`src/rtl/serial_adder_pkg.sv`:
```
// Shared definitions for the bit-serial adder: FSM encoding and counter sizing.
package serial_adder_pkg;

  // Encoding 2'd3 is unused; the FSM falls back to IDLE if it ever appears.
  typedef enum logic [1:0] {
    IDLE = 2'd0,
    RUN  = 2'd1,
    DONE = 2'd2
  } state_t;

  function automatic int cnt_width(input int w);
    return (w <= 1) ? 1 : $clog2(w);
  endfunction

endpackage

```
`src/rtl/full_adder_cell.sv`:
```
// Combinational full adder built from two half adders; the carries never both assert.
module full_adder_cell (
  input  logic a,
  input  logic b,
  input  logic cin,
  output logic s,
  output logic cout
);

  logic s0;
  logic c0;
  logic c1;

  half_adder u_ha0 (.x(a),  .y(b),   .s(s0), .c(c0));
  half_adder u_ha1 (.x(s0), .y(cin), .s(s),  .c(c1));

  assign cout = c0 | c1;

endmodule

```
`src/rtl/half_adder.sv`:
```
// Single-bit half adder.
module half_adder (
  input  logic x,
  input  logic y,
  output logic s,
  output logic c
);

  assign s = x ^ y;
  assign c = x & y;

endmodule

```
`src/rtl/serial_adder_ctrl.sv`:
```
// Bit-serial WIDTH-bit adder: latches operands on start, steps one full-adder cell
// LSB-first for WIDTH cycles, then publishes {cout,sum} with a one-cycle done pulse.
module serial_adder_ctrl
  import serial_adder_pkg::*;
#(
  parameter int WIDTH = 8
) (
  input  logic             clk,
  input  logic             rst_n,
  input  logic             start,
  input  logic [WIDTH-1:0] a,
  input  logic [WIDTH-1:0] b,
  input  logic             cin,
  output logic             busy,
  output logic             done,
  output logic [WIDTH-1:0] sum,
  output logic             cout
);

  localparam int CW = cnt_width(WIDTH);

  // Handshake: start is a request taken only in IDLE or DONE (busy=0); while busy=1
  // it is dropped, not queued. done is a one-cycle valid for the held sum/cout.
  state_t           state;
  state_t           state_nx;
  logic [WIDTH-1:0] opa;
  logic [WIDTH-1:0] opb;
  logic [WIDTH-1:0] work;
  logic [WIDTH-1:0] work_nx;
  logic             carry;
  logic [CW-1:0]    cnt;
  logic             load;
  logic             last_bit;
  logic             s;
  logic             c_nx;

  full_adder_cell u_cell (
    .a    (opa[0]),
    .b    (opb[0]),
    .cin  (carry),
    .s    (s),
    .cout (c_nx)
  );

  assign last_bit = (cnt == CW'(WIDTH - 1));
  assign work_nx  = (work >> 1) | (WIDTH'(s) << (WIDTH - 1));
  assign busy     = (state == RUN);
  assign done     = (state == DONE);

  always_ff @(posedge clk or negedge rst_n) begin
    if (!rst_n) state <= IDLE;
    else        state <= state_nx;
  end

  always_comb begin
    state_nx = state;
    load     = 1'b0;
    case (state)
      IDLE: begin
        if (start) begin
          load     = 1'b1;
          state_nx = RUN;
        end
      end
      RUN: begin
        if (last_bit) state_nx = DONE;
      end
      DONE: begin
        load     = start;
        state_nx = start ? RUN : IDLE;
      end
      default: state_nx = IDLE;
    endcase
  end

  always_ff @(posedge clk or negedge rst_n) begin
    if (!rst_n) begin
      opa   <= '0;
      opb   <= '0;
      work  <= '0;
      carry <= 1'b0;
      cnt   <= '0;
      sum   <= '0;
      cout  <= 1'b0;
    end else if (load) begin
      opa   <= a;
      opb   <= b;
      carry <= cin;
      cnt   <= '0;
      work  <= '0;
    end else if (state == RUN) begin
      opa   <= opa >> 1;
      opb   <= opb >> 1;
      work  <= work_nx;
      carry <= c_nx;
      cnt   <= cnt + CW'(1);
      // Result is published only on the final bit, so sum never shows partial words.
      if (last_bit) begin
        sum  <= work_nx;
        cout <= c_nx;
      end
    end
  end

endmodule

```
`config.mk`:
```
export PLATFORM = sky130hd
export DESIGN_NAME = serial_adder_ctrl
export DESIGN_NICKNAME = d
export VERILOG_FILES = /design/src/rtl/serial_adder_pkg.sv /design/src/rtl/full_adder_cell.sv /design/src/rtl/half_adder.sv /design/src/rtl/serial_adder_ctrl.sv
export SDC_FILE = /design/constraint.sdc
export NUM_CORES = 1
export LEC_CHECK = 0
export ABC_CLOCK_PERIOD_IN_PS = 1740
export CAP_MARGIN = 25
export CORE_MARGIN = 3
export CORE_UTILIZATION = 45
export CTS_BUF_LIST = sky130_fd_sc_hd__clkbuf_8
export DETAILED_ROUTE_END_ITERATION = 10
export HOLD_SLACK_MARGIN = 0.15
export PLACE_DENSITY = 0.7
export SYNTH_ARGS = -nofsm -noshare
export SYNTH_HDL_FRONTEND = slang
export SYNTH_SLANG_ARGS = --single-unit
```
`constraint.sdc`:
```
create_clock -name clk -period 1.74 [get_ports clk]
set_input_delay 0.174 -clock clk [delete_from_list [all_inputs] [get_ports clk]]
set_output_delay 0.174 -clock clk [all_outputs]
set_load 0.005 [all_outputs]
```
==> results.json <==
{
  "drv_cap": 0,
  "final_common_cell": "dfrtp_1",
  "layout.nets": 207,
  "crit_fanout": 15,
  "design_power_total_uw": 3800,
  "drtIter0Drc": 46,
  "max_slew_margin_pct": 69.0,
  "path_clk_slew_ps": 70,
  "clock-sinks": 38,
  "routedWlPerCell_um": 15.2,
  "met2_wirelength_um": 1770,
  "critical-path-max-stage-delay_ps": 500,
  "syn_avg_cell_area_sq_um": 12.0,
  "syn_nets": 170,
  "wl_met3_um": 215,
  "post-route-period-util_pct": 96.4,
  "crit_required_ps": 1570,
  "worstSetupPathType": "flip-flop to output pin",
  "synth_seq_cells": 38,
  "fin_worst_skew_ps": 4.52,
  "start_util_pct": 47.4,
  "syn_area_sq_um": 1760,
  "cts_tree": "done",
  "rows": 22,
  "clkLatencyLatePin_ps": 280,
  "grt_usage_pct": 17.7,
  "antenna_found_initial": 0,
  "worstPathCellList": "buf_4 -> nor2b_1 -> clkdlybuf4s50_1",
  "finalInstanceArea_sq_um": 2250,
  "dr.pass1.iters": 4,
  "fin_ws_ps": 63.2,
  "met1Wirelength_um": 1500,
  "rsz0062_at_grt": "no",
  "peakVddDrop_mv": 0.735,
  "worstPathArrival_ps": 1500,
  "die_w_um": 68.6,
  "place_ws_ps": 227,
  "crit_path_end_kind": "output pin",
  "syn_inst": 147,
  "ant_nets": 0,
  "placed_cell_area_sq_um": 2120,
  "gp_congestion": 0.735,
  "final_cell_mix": "dfrtp_1, clkdlybuf4s50_1, nor2b_1, mux2_1, a22o_1",
  "place_hpwl_um": 2360,
  "slowest_stage": "clkdlybuf4s50_1",
  "routed_wl_um": 3550,
  "status": "finished clean",
  "grt_first_pass_wirelength_um": 6040,
  "drc_errors": 0,
  "io_buffers": 30,
  "p_per_area_nw_per_um2": 1690,
  "slew_violations": 0,
  "setup_violations": 0,
  "die-area_sq_um": 4700,
  "cp-start-kind": "flip-flop",
  "viasPerCell": 5.35,
  "tightest_slew_ps": 465,
  "top_layer_used": "met4",
  "grt_max_degree": 39,
  "hold_path_class": "primary input to async pin",
  "die_h_um": 68.6,
  "tns_ps": 0,
  "drive_above_1_share_pct": 15.7,
  "htreeDepth": 2,
  "fin_crit_ps": 1680,
  "first_global_vias": 1285,
  "core_sq_um": 3720,
  "clockRootBuffer": "clkbuf_8",
  "overflow": 0,
  "area_delta_synth_final_pct": 27.8,
  "clock.fmax_mhz": 596,
  "io_pins": 31,
  "power_leakage_uw": 0.000968,
  "vias": 1246,
  "synth_cell_types": 24,
  "hold_viol_final": 0,
  "cts_made_buffers": 5,
  "antenna_cells": 0,
  "seq_area_frac_synth_pct": 54.0,
  "clk_path_buf_depth": 2,
  "synth_warnings": 0
}
registers in the layout (all words and copies together), names as in the netlist:
register / cells
sum: 8
opa: 8
work: 7
cout: 1
state: 2
cnt: 3
opb: 8
carry: 1
what timing repair did:
| item | in CTS | in global routing |
|---|---|---|
| hold endpoints to repair | 38 | 0 |
| hold buffers | 1 | 0 |
| gates resized for setup | 2 | 2 |
| endpoints found under the setup margin | 2 | 2 |
| buffers inserted | 0 | 2 |
cells in the mapped netlist:
library cell  instances  area share, %
o22ai_1               6            2.1
ha_1                  2            1.4
a211oi_1              8            3.4
nor2_1                7            1.5
mux2i_1               9            5.1
a21oi_1               8            2.3
a22o_1               10            5.0
nand2b_1              2           0.71
o21ai_1               3           0.85
nor3_1                6            1.7
mux2_1               10            6.4
nand2_1               1           0.21
buf_2                 7            2.0
buf_4                 1           0.43
dfrtp_1              38             54
nand3_1               3           0.85
fa_1                  1            1.1
nor2b_1              10            3.6
a22oi_1               1           0.43
clkbuf_1              2           0.43
nor2_2                1           0.36
inv_2                 2           0.43
mux2_2                8            5.1
nand2_4               1           0.64
final cells by class:
| class | instances | area [sq um] |
|---|---|---|
| Multi-Input combinational cell | 97 | 753 |
| Clock buffer | 6 | 82.6 |
| Fill cell | 302 | 1470 |
| Tap cell | 48 | 60.1 |
| Timing Repair Buffer | 40 | 385 |
| Sequential cell | 38 | 951 |
| Clock inverter | 2 | 8.76 |
| Inverter | 2 | 10.0 |
logic make-up after synthesis:
group	count (synthesis)	share of synthesized area, %
muxes	27	16.6
buffers and inverters	12	3.27
DFF	38	54.0
and+or+nand+nor	31	9.52
AOI/OAI and AO/OA	36	14.1
adders and majority gates	3	2.56
per-stage QoR:
step                hold WS [ps]  cells  util, %
floorplan                   -122    147        -
global placement             244    222     57.0
detailed placement           250    222     57.0
CTS                          476    231     59.9
global route                 502    233     60.6
finish                       464    233     60.6
final timing paths:
kind | from | endpoint | slack [ps] | cells past startpoint
setup / recovery | state[0]$_DFFE_PN0P_ | done | 60 | 3
hold / removal | rst_n | opa[3]$_DFFE_PN0P_ | 460 | 3
setup reg to reg | carry$_DFFE_PN0P_ | work[7]$_DFFE_PN0P_ | 220 | 3
hold reg to reg | cnt[0]$_DFFE_PN0P_ | cnt[0]$_DFFE_PN0P_ | 480 | 1
max in group asynchronous | rst_n | cout$_DFFE_PN0P_ | 950 | 3
min in group clk | a[4] | opa[4]$_DFFE_PN0P_ | 480 | 3
per-layer routing:
metal | global-route usage (%) | vias to the layer above
met5 | 0 | -
met4 | 5.96 | 0
met3 | 5.51 | 5
met2 | 29.3 | 33
met1 | 21.8 | 600
li1 | - | 608
worst max-delay path, delay by kind of cell, from the launching register on:
| family | cells | cell delay, ps |
|---|---|---|
| buf+inv | 2 | 700 |
| flops | 1 | 410 |
| simple gates | 1 | 110 |
where the power goes:
group	internal (uW)	leakage, uW	switching, uW
Clock	313	0.0000524	284
Combinational	914	0.000445	684
Sequential	1310	0.000471	296
Note: power is estimated with default switching activity, not from simulation.
==> RTL change 1 (same flow settings) <==
Reset style: synchronous (`rst_n`), changed in 2 clocked blocks.
--- a/src/rtl/serial_adder_ctrl.sv
+++ b/src/rtl/serial_adder_ctrl.sv
@@ -49,3 +49,3 @@
 
-  always_ff @(posedge clk or negedge rst_n) begin
+  always_ff @(posedge clk) begin
     if (!rst_n) state <= IDLE;
@@ -75,3 +75,3 @@
 
-  always_ff @(posedge clk or negedge rst_n) begin
+  always_ff @(posedge clk) begin
     if (!rst_n) begin
Behaviour: differs if rst_n is asserted again (counterexample within 4 cycles, from zero or initial values and one cycle with rst_n low); with rst_n held inactive, the same outputs for 10 cycles.
==> RTL change 1 against the unedited design <==
  * Critical path depth unchanged
  * Hold slack worse by 0.010 ns
  * First-iteration DRC count up 100%
  * Utilization up 0.58 points
  * Sequential cell count unchanged
  * Routed wire length down 5.5%
  * Global-route usage down 0.095 points
  * Via count up 5.9%
  * Cell count up 7.7%
  * Worst setup slack better by 0.049 ns
  * Synthesized area down 13%
  * Final area down 14%
  * Critical path type unchanged
Power is not compared: it rests on default switching activity, and its combinational part moved more than twofold at a synthesized area within 25%.
==> RTL change 1: results <==
critical_path:
  crit_arrival_ns: 1.45
  r2r_end: "opa[0]$_SDFFE_PN0P_"
  crit_type: "flip-flop to output pin"
  reg2regPathDepth: 5
  r2r_slack_ns: 0.32
  r2r-start: "state[0]$_SDFFE_PN0P_"
  path_max_fanout: 5
clock_network:
  cts_buffers: 5
  clk_latency_ns: 0.28
  post_cts_resized: 0
global_routing:
  grtUsageTotal_pct: 17.6
  grt_pass1_wl_um: 5790
  grt_pass1_vias: 1270
  grt_max_degree: 36
  antenna_found_initial: 0
placed_design:
  dp_hpwl_um: 2160
  gp_congestion: 0.769
yosys:
  synth.distinct_cells: 27
  yosys-top-cells-count: "41 x nand2_1, 38 x dfxtp_1, 12 x nand3_1"
  synthFlopType: "dfxtp_1"
  synth_seq_area_share_pct: 49.4
  async_flop_share_pct: 0
  ys_top_cells_by_area: "dfxtp_1 49%, nand2_1 10%, o221ai_1 4.5%"
  synth_fp_nets: 200
final_layout:
  fillers: 288
  drive_above_1_share_pct: 6.76
  nets: 230
outcome:
  status: "finished clean"
routing:
  m1WireLength_um: 1580
  met2_length_um: 1600
  vias: 1319
  drt_iter0_drc: 94
  wl_met3_um: 139
  detail_route.wirelength_um: 3350
timing:
  slew_headroom_pct: 70.7
  fin_worst_skew_ns: 0.00170
power:
  p_leak_nw: 0.681
worst_hold_path:
  hp-class: "flip-flop to flip-flop"
## RTL change 1: metal layers
| metal | GRT usage (%) | vias to the layer above |
|---|---|---|
| met5 | 0 | - |
| met1 | 22.4 | 619 |
| met3 | 4.85 | 5 |
| met4 | 5.54 | 0 |
| li1 | - | 669 |
| met2 | 28.9 | 26 |
## RTL change 1: logic make-up (layout without fill, tap and decap cells)
group           Yosys count  after routing  synth area share (%)
compound gates           43             43                  18.6
flops                    38             38                  49.4
fa+ha+maj                 3              3                  2.92
simple gates             78             78                  22.2
xor+xnor                  1              1                 0.568
buf+inv                  14             44                  6.41
## RTL change 1: area by class of cell
type                            count  area [µm²]  area share (%)
Clock inverter                      2        7.51           0.389
Sequential cell                    38         761            39.5
Clock buffer                        5        68.8            3.57
Timing Repair Buffer               36         345            17.9
Multi-Input combinational cell    125         682            35.4
Tap cell                           44        55.1            2.86
Inverter                            1        8.76           0.454
## RTL change 1: stage by stage
stage	hold WS, ns	worst slack (ns)	cell area [µm²]	instances
finish	0.454	0.113	1930	251
global route	0.466	0.0704	1930	251
CTS	0.454	0.109	1930	251
detailed placement	0.445	0.278	1850	244
global placement	0.440	0.371	1850	244
floorplan	0.305	0.550	1540	177
## RTL change 1: where the power goes
group	leakage, nW	internal [mW]	switching [mW]	total, mW
registers	0.310	0.911	0.0258	0.937
logic	0.324	0.101	0.115	0.216
clock network	0.0466	0.264	0.276	0.540
## RTL change 1: critical path: cells and delay by family, from the launching register on
| family | cells | cell delay [ns] |
|---|---|---|
| AND/OR/NAND/NOR | 1 | 0.18 |
| buffers and inverters | 2 | 0.58 |
| flip-flops | 1 | 0.42 |
## RTL change 1: worst max path at each step
stage | endpoint | cells past startpoint
floorplan | cout$_SDFFE_PN0P_ | 5
global placement | cnt[0]$_SDFFE_PP0N_ | 4
detailed placement | work[1]$_SDFFE_PP0N_ | 4
CTS | busy | 3
global route | busy | 3
finish | busy | 3
==> RTL change 2 (same settings) <==
Without the edit above. Change the parameter `WIDTH` from 8 to 6.
--- a/src/rtl/serial_adder_ctrl.sv
+++ b/src/rtl/serial_adder_ctrl.sv
@@ -5,3 +5,3 @@
 #(
-  parameter int WIDTH = 8
+  parameter int WIDTH = 6
 ) (
Ports: changed (resized a, b and sum); port bits go from 31 to 25. The function was not compared with the original's and may differ.
==> RTL change 2 against the unedited design <==
  * Sequential cell count is 8 lower
  * Highest routed layer unchanged
  * Largest power group is now combinational logic
  * Critical path depth stayed put
  * Combinational power is 21% lower
  * Final area is 18% lower
  * Sequential power is 23% lower
  * Clock power is 17% higher
  * Register-to-register slack better by 0.06 ns
  * Total power is 15% lower
  * Routed wire length is 25% lower
  * Synthesized area is 18% lower
  * Worst setup slack better by 0.015 ns
==> RTL change 2: results <==
outcome:
  status: "finished clean"
yosys:
  synth.distinct_cells: 27
  synth_compound_gate_area_share_pct: 13.4
  synth_area_per_cell_um2: 11.8
  synth_mux_area_share_pct: 14.5
  ys_top_cells_by_area: "dfrtp_1 52%, mux2_2 8.6%, a22o_1 4.9%"
  synth_seq_area_share_pct: 52.1
  async_flop_share_pct: 100
  yosys-top-cells-count: "30 x dfrtp_1, 11 x mux2_2, 8 x a22o_1, 8 x nor2b_1, 7 x mux2i_1"
  synth_fp_nets: 141
  ys_warn_count: 0
  synthXorXnorAreaFrac_pct: 0.608
  synthFlopType: "dfrtp_1"
  synthAdderAreaFrac_pct: 3.13
placed_design:
  gp_congestion: 0.737
  dp_slack_ns: 0.256
  placed_cell_area_mm2: 0.00175
  place_inst: 188
  portBuffers: 24
  dp_hpwl_um: 1860
final_layout:
  drive_above_1_share_pct: 20.1
  reg_top3: "opa (6), opb (6), sum (6)"
  nets: 172
timing:
  worst_pin_slew_ns: 0.385
  fin_worst_skew_ns: 0.00861
global_routing:
  grt_pass1_wl_um: 4560
  grtUsageTotal_pct: 15.1
  grt_pass1_vias: 975
  grt_max_degree: 31
clock_network:
  clkTransAtPathRegs_ns: 0.07
  post_cts_resized: 0
  h-tree-depth: 2
  cts_root_buffer: "clkbuf_8"
  cts_buffer_depth: 2
worst_hold_path:
  hp-class: "input pin to async pin"
power:
  p_leak_nw: 0.800
  irDropWorstVdd_v: 0.00111
routing:
  drt_iter0_drc: 27
  routedWlPerCell_um: 13.6
  viasPerCell: 5.22
  detail_route.wirelength_um: 2660
critical_path:
  path_max_fanout: 9
## RTL change 2: layout make-up
class / instances / area, µm²
Timing Repair Buffer: 32 / 300
Clock inverter: 3 / 40.0
Clock buffer: 5 / 68.8
Multi-Input combinational cell: 81 / 626
Sequential cell: 30 / 751
Fill cell: 236 / 1050
Inverter: 3 / 16.3
Tap cell: 42 / 52.6
## RTL change 2: worst max-delay path, cell delays in order, from the launching register on
cell	delay [ns]
dfrtp_1	0.39
nand2b_4	0.19
clkinv_4	0.11
clkdlybuf4s50_1	0.50
## RTL change 2: power breakdown
| group | switching, mW | total, mW | internal [mW] | leakage [nW] |
|---|---|---|---|---|
| sequential | 0.231 | 1.24 | 1.01 | 0.372 |
| combinational | 0.552 | 1.27 | 0.722 | 0.370 |
| clock | 0.276 | 0.697 | 0.421 | 0.0579 |
| total | 1.06 | 3.21 | 2.15 | 0.800 |
## RTL change 2: final timing paths
path                                           start                   to  slack (ns)  cells past startpoint
worst max-delay path            state[1]$_DFFE_PN0P_                 busy        0.08                      3
worst min-delay path                           rst_n   sum[2]$_DFFE_PN0P_        0.28                      2
worst max register to register     carry$_DFFE_PN0P_  work[5]$_DFFE_PN0P_        0.28                      3
worst min register to register      cout$_DFFE_PN0P_     cout$_DFFE_PN0P_        0.50                      1
max in group asynchronous                      rst_n   opa[3]$_DFFE_PN0P_        1.18                      2
min in group clk                                a[2]   opa[2]$_DFFE_PN0P_        0.48                      3
## RTL change 2: layer usage
layer / vias up / global-route usage (%) / wire, µm
met5: - / 0 / 0
met4: 0 / 5.79 / 38
met3: 4 / 5.94 / 155
met2: 28 / 24.0 / 1310
met1: 494 / 18.5 / 1160
li1: 498 / - / -
